[src/rtl/bram_fifo_pkg.sv]
// Shared constants and types for the BlockRAM_1KB FWFT FIFO controller.
// Geometry is 512 x 16-bit words, addressed as 256 rows x 2 halves.
package bram_fifo_pkg;

  localparam int PTR_W  = 9;
  localparam int ROW_W  = 8;
  localparam int DATA_W = 16;
  localparam int DEPTH  = 512;
  localparam int CNT_W  = 10;

  localparam logic [5:0] CFG_16B = 6'b001010;

  typedef logic [PTR_W-1:0]  ptr_t;
  typedef logic [ROW_W-1:0]  row_t;
  typedef logic [DATA_W-1:0] word_t;
  typedef logic [CNT_W-1:0]  cnt_t;

  function automatic row_t ptr_row(
    input ptr_t p
  );
    return p[PTR_W-1:1];
  endfunction

  function automatic logic [1:0] ptr_sel(
    input ptr_t p
  );
    return {1'b0, p[0]};
  endfunction

endpackage

[src/rtl/bram_fifo_skid.sv]
// Two-entry output buffer fed by the RAM read pipeline.
// Head registers drive m_data/m_valid directly.
module bram_fifo_skid
  import bram_fifo_pkg::*;
(
  input  logic       clk,
  input  logic       rst,
  input  logic       flush,
  input  logic       load,
  input  word_t      load_data,
  input  logic       m_ready,
  output logic       m_valid,
  output word_t      m_data,
  output logic [1:0] occ
);

  word_t tail_q;
  logic  tail_v;
  logic  pop;

  assign pop = m_valid & m_ready;
  assign occ = {1'b0, m_valid} + {1'b0, tail_v};

  always_ff @(posedge clk or posedge rst) begin
    if (rst) begin
      m_valid <= 1'b0;
      m_data  <= '0;
      tail_v  <= 1'b0;
      tail_q  <= '0;
    end else if (flush) begin
      m_valid <= 1'b0;
      m_data  <= '0;
      tail_v  <= 1'b0;
      tail_q  <= '0;
    end else begin
      unique case (1'b1)
        pop && tail_v: begin
          m_data <= tail_q;
          tail_v <= load;
          if (load)
            tail_q <= load_data;
        end
        pop && !tail_v: begin
          m_valid <= load;
          if (load)
            m_data <= load_data;
        end
        !pop && load && !m_valid: begin
          m_valid <= 1'b1;
          m_data  <= load_data;
        end
        // Issue throttling guarantees the tail is free here.
        !pop && load && m_valid: begin
          tail_v <= 1'b1;
          tail_q <= load_data;
        end
        default: ;
      endcase
    end
  end

endmodule

[src/rtl/bram_fifo_ctrl.sv]
// Sequences one BlockRAM_1KB tile as a 512 x 16 FWFT FIFO.
// Optional level/almost_full ports: define BRAM_FIFO_LEVEL_EN.
module bram_fifo_ctrl
  import bram_fifo_pkg::*;
#(
  parameter int WR_EN_BIT  = 20,
  parameter int WR_SEL_LSB = 16,
  parameter int RD_SEL_LSB = 24,
  parameter int AF_LEVEL   = 496
) (
  input  logic        clk,
  input  logic        rst,
  input  logic        flush,
  input  logic [15:0] s_data,
  input  logic        s_valid,
  output logic        s_ready,
  output logic [15:0] m_data,
  output logic        m_valid,
  input  logic        m_ready,
  output logic [7:0]  bram_wr_addr,
  output logic [31:0] bram_wr_data,
  output logic [7:0]  bram_rd_addr,
  input  logic [31:0] bram_rd_data,
  output logic [5:0]  bram_cfg
`ifdef BRAM_FIFO_LEVEL_EN
  ,
  output logic [9:0]  level,
  output logic        almost_full
`endif
);

  ptr_t       wptr;
  ptr_t       rptr;
  cnt_t       mem_cnt;
  logic       inflight;
  logic [1:0] skid_occ;
  logic       full;
  logic       push;
  logic       pop;
  logic       row_hit;
  logic       room;
  logic       issue;
  logic       rd_hi_unused;

  assign bram_cfg = CFG_16B;

  assign full    = (mem_cnt == cnt_t'(DEPTH));
  assign s_ready = ~rst & ~flush & ~full;
  assign push    = s_valid & s_ready;
  assign pop     = m_valid & m_ready;

  // Reading the row being written this cycle is undefined on the tile.
  assign row_hit = push & (ptr_row(wptr) == ptr_row(rptr));

  assign room = ({1'b0, skid_occ} + {2'b0, inflight})
              < (3'd2 + {2'b0, pop});

  assign issue = ~rst & ~flush & room & ~row_hit
               & (mem_cnt != '0);

  assign bram_wr_addr = ptr_row(wptr);
  assign bram_rd_addr = ptr_row(rptr);

  always_comb begin
    bram_wr_data = '0;
    bram_wr_data[WR_SEL_LSB +: 2] = ptr_sel(wptr);
    bram_wr_data[RD_SEL_LSB +: 2] = ptr_sel(rptr);
    if (push) begin
      bram_wr_data[15:0]      = s_data;
      bram_wr_data[WR_EN_BIT] = 1'b1;
    end
  end

  always_ff @(posedge clk or posedge rst) begin
    if (rst) begin
      wptr     <= '0;
      rptr     <= '0;
      mem_cnt  <= '0;
      inflight <= 1'b0;
    end else if (flush) begin
      wptr     <= '0;
      rptr     <= '0;
      mem_cnt  <= '0;
      inflight <= 1'b0;
    end else begin
      if (push)
        wptr <= wptr + 1'b1;
      if (issue)
        rptr <= rptr + 1'b1;
      inflight <= issue;
      unique case (1'b1)
        push && !issue: mem_cnt <= mem_cnt + 1'b1;
        !push && issue: mem_cnt <= mem_cnt - 1'b1;
        default: ;
      endcase
    end
  end

  assign rd_hi_unused = ^bram_rd_data[31:16];

  bram_fifo_skid u_skid (
    .clk       (clk),
    .rst       (rst),
    .flush     (flush),
    .load      (inflight),
    .load_data (bram_rd_data[15:0]),
    .m_ready   (m_ready),
    .m_valid   (m_valid),
    .m_data    (m_data),
    .occ       (skid_occ)
  );

`ifdef BRAM_FIFO_LEVEL_EN
  cnt_t level_sum;

  assign level_sum = mem_cnt
                   + cnt_t'(inflight)
                   + cnt_t'(skid_occ);

  always_ff @(posedge clk or posedge rst) begin
    if (rst) begin
      level       <= '0;
      almost_full <= 1'b0;
    end else begin
      level       <= level_sum;
      almost_full <= (level_sum >= cnt_t'(AF_LEVEL));
    end
  end
`else
  cnt_t af_unused;
  assign af_unused = cnt_t'(AF_LEVEL);
`endif

endmodule

[config.mk]
export PLATFORM = sky130hd
export DESIGN_NAME = bram_fifo_ctrl
export DESIGN_NICKNAME = d
export VERILOG_FILES = /design/src/rtl/bram_fifo_pkg.sv /design/src/rtl/bram_fifo_skid.sv /design/src/rtl/bram_fifo_ctrl.sv
export SDC_FILE = /design/constraint.sdc
export NUM_CORES = 1
export LEC_CHECK = 0
export CORE_MARGIN = 2
export CORE_UTILIZATION = 50
export DETAILED_ROUTE_END_ITERATION = 7
export PLACE_DENSITY = 0.86
export SYNTH_ARGS = -nofsm -noshare
export SYNTH_HDL_FRONTEND = slang
export SYNTH_SLANG_ARGS = --single-unit
export TNS_END_PERCENT = 100
[constraint.sdc]
create_clock -name clk -period 6.5 [get_ports clk]
set_input_delay 1.3 -clock clk [delete_from_list [all_inputs] [get_ports clk]]
set_output_delay 1.3 -clock clk [all_outputs]
set_load 0.03 [all_outputs]
==> flow_summary.yaml <==
power:
  internal_power_mw: 0.9156
  p_leak_nw: 2.230
  p_switching_mw: 0.5659
  ir_worst_vdd_v: 0.0002246
  seqPwrFrac_pct: 36.0
  swShare_pct: 38.20
  p_comb_share_pct: 38.6
  pwr_density_cell_mw_per_mm2: 305.4
  power_mw: 1.481
  power_frac_clock_pct: 25.4
synth:
  synth-main-ff-cell: "dfrtp_1"
  ys_seq_area_share_pct: 41.78
  synthArstFlopShare_pct: 100.0
  ys_seq_elements: 63
  syn-instance-count: 402
  yosysWarnings: 0
  avgSynthCellArea_um2: 9.387
  synth_area_mm2: 0.003774
  synthDistinctLibCells: 54
  synth_edf_count: 0
floorplan:
  fp.dieH_um: 90.88
  fp.coreArea_mm2: 0.007292
  rows: 31
  initial_core_util_pct: 51.75
  die-area_mm2: 0.008258
  boundaryPins: 125
  die_w_um: 90.88
critical_path:
  worstSetupEndpointType: "output port"
  worst-setup-path-type: "in2out"
  cp.required_ns: 5.20
  cp-start-kind: "input pin"
  rrSetupSlack_ns: 2.43
  r2r-end: "mem_cnt[9]"
  crit_fanout: 21
  crit_end: "bram_wr_data[20]"
  cp.arrival_ns: 3.82
  r2r-start: "u_skid.m_valid"
  crit_start: "rst"
  reg2reg_depth: 13
timing:
  period_share_pct: 78.79
  fin_worst_skew_ns: 0.008064
  finalHoldViolCount: 0
  fmax_mhz: 195.3
  timing.slew.headroom_pct: 36.87
  tns_ns: 0
  setup_viol: 0
  min_period_ns: 5.121
  rsz0062_at_grt: "no"
  drv_slew: 0
  holdWs_ns: 0.4831
  tightest_slew_ns: 0.9469
placement:
  dpl.hpwl_um: 5999
  routabilityCongestion: 0.8314
  place.port_buffers: 89
  placed_area_mm2: 0.004629
routing:
  first_pass_iters: 4
  antenna_left: 0
  routed_via_density: 5.364
  wl_um: 8576
  drc: 0
  first_iter_violations: 142
  wl_per_cell_um: 14.66
  vias: 3138
clocking:
  htreeDepth: 3
  clock_latency_ns: 0.35
  ctsRootBufferMaster: "clkbuf_8"
  cts_resized: 0
  cts_inserted_buffers: 9
  cts_sinks: 63
  cts.path.max_buffers: 2
  cts.clk_slew.worst_paths_ns: 0.07
  ctsHoldBuffers: 0
  postCtsSetupBuffers: 0
  cts_tree: "done"
grt:
  grt_max_degree: 66
  grt-ovfl-total: 0
  grt_pass1_wl_um: 14700
  antenna_found_initial: 0
  grt_pass1_vias: 3130
  track_usage_pct: 21.66
finish:
  multi_input_area_mm2: 0.001969
  fin_area_mm2: 0.004851
  area_growth_pct: 28.55
  postLayoutCoreUtil_pct: 66.52
  finalNetCount: 547
  diodes: 0
  drive_gt1_share_pct: 7.407
  final_cell_mix: "88 x clkdlybuf4s50_1, 63 x dfrtp_1, 39 x nand2_1, 35 x nor2_1, 28 x o21ai_0"
  final_common_cell: "clkdlybuf4s50_1"
  layout.area.seq_mm2: 0.001577
  num-fill-cells: 572
run_status:
  status: "finished clean"
hold_path:
  hold_class: "reg2reg"
run:
  drv_cap: 0
## critical path, stage by stage
cell and delay (ns):
clkdlybuf4s50_1 0.46, or2_1 0.28, a31oi_2 0.71, nand2_4 0.22
inv_4 0.17, clkdlybuf4s50_1 0.69
## power by group through the flow
stage,logic [mW],clock network (mW),registers [mW]
5_1_grt,0.628,0.400,0.542
4_1_cts,0.578,0.386,0.531
6_report,0.572,0.376,0.533
3_5_place_dp,0.573,0,0.539
2_1_floorplan,0.361,0,0.587
3_3_place_gp,0.554,0,0.534
## cell type report
type	instances	share of cell area, %
clock buffers	9	2.554
well taps	99	2.554
repair buffers	93	18.88
multi-input cells	303	40.60
inverters	11	0.9028
flip-flops and latches	63	32.50
clock inverters	7	2.012
## cell families (layout without fill, tap and decap cells)
kind of cell,Yosys count,in the layout,synth area share (%)
simple gates,144,144,19.76
compound gates,87,87,15.75
flops,63,63,41.78
buf+inv,53,120,7.991
xor+xnor,24,24,5.570
mux,16,16,4.244
fa+ha+maj,13,13,4.708
other cells,2,19,0.1990
## synth_stat cells (all sizes together), types with 11 or more instances
master  number  area [um^2]
clkbuf      16        60.06
and3        20        125.1
nand2b      18        112.6
o21ai       29        148.9
a211oi      18        135.1
xor2        18        157.7
a21oi       12        60.06
inv         11        43.80
buf         26        197.7
dfrtp       63         1577
ha          11        137.6
nand2       40        157.6
mux2i       16        160.2
nor2        35        131.4
## metrics by stage
step / cells / worst slack, ns
2_1_floorplan: 419 / 2.407
3_3_place_gp: 569 / 1.442
3_5_place_dp: 569 / 1.327
4_1_cts: 585 / 1.383
5_1_grt: 585 / 1.219
6_report: 585 / 1.379
## flip-flops by register name (all words and copies together) (netlist names)
register	count
u_skid.m_valid	1
u_skid.m_data	16
mem_cnt	10
inflight	1
wptr	9
u_skid.tail_q	16
u_skid.tail_v	1
rptr	9
## worst min path at each step
stage / startpoint / end / depth (start not counted)
2_1_floorplan: u_skid.tail_q[0] / u_skid.tail_q[0] / 2
3_3_place_gp: u_skid.tail_q[9] / u_skid.tail_q[9] / 2
3_5_place_dp: u_skid.tail_q[14] / u_skid.tail_q[14] / 2
4_1_cts: u_skid.tail_q[14] / u_skid.tail_q[14] / 2
5_1_grt: u_skid.tail_q[4] / u_skid.tail_q[4] / 2
6_report: u_skid.tail_q[14] / u_skid.tail_q[14] / 2
## per-layer routing
layer	part of all wire, %	wire (um)	vias up	track usage (%)
met5	0	0	-	0
met4	1.5	129	0	6.818
met3	5.2	450	12	6.010
met2	51	4373	89	38.56
met1	42	3623	1510	25.30
li1	-	-	1527	-
Power figures use the tool's default switching activity.
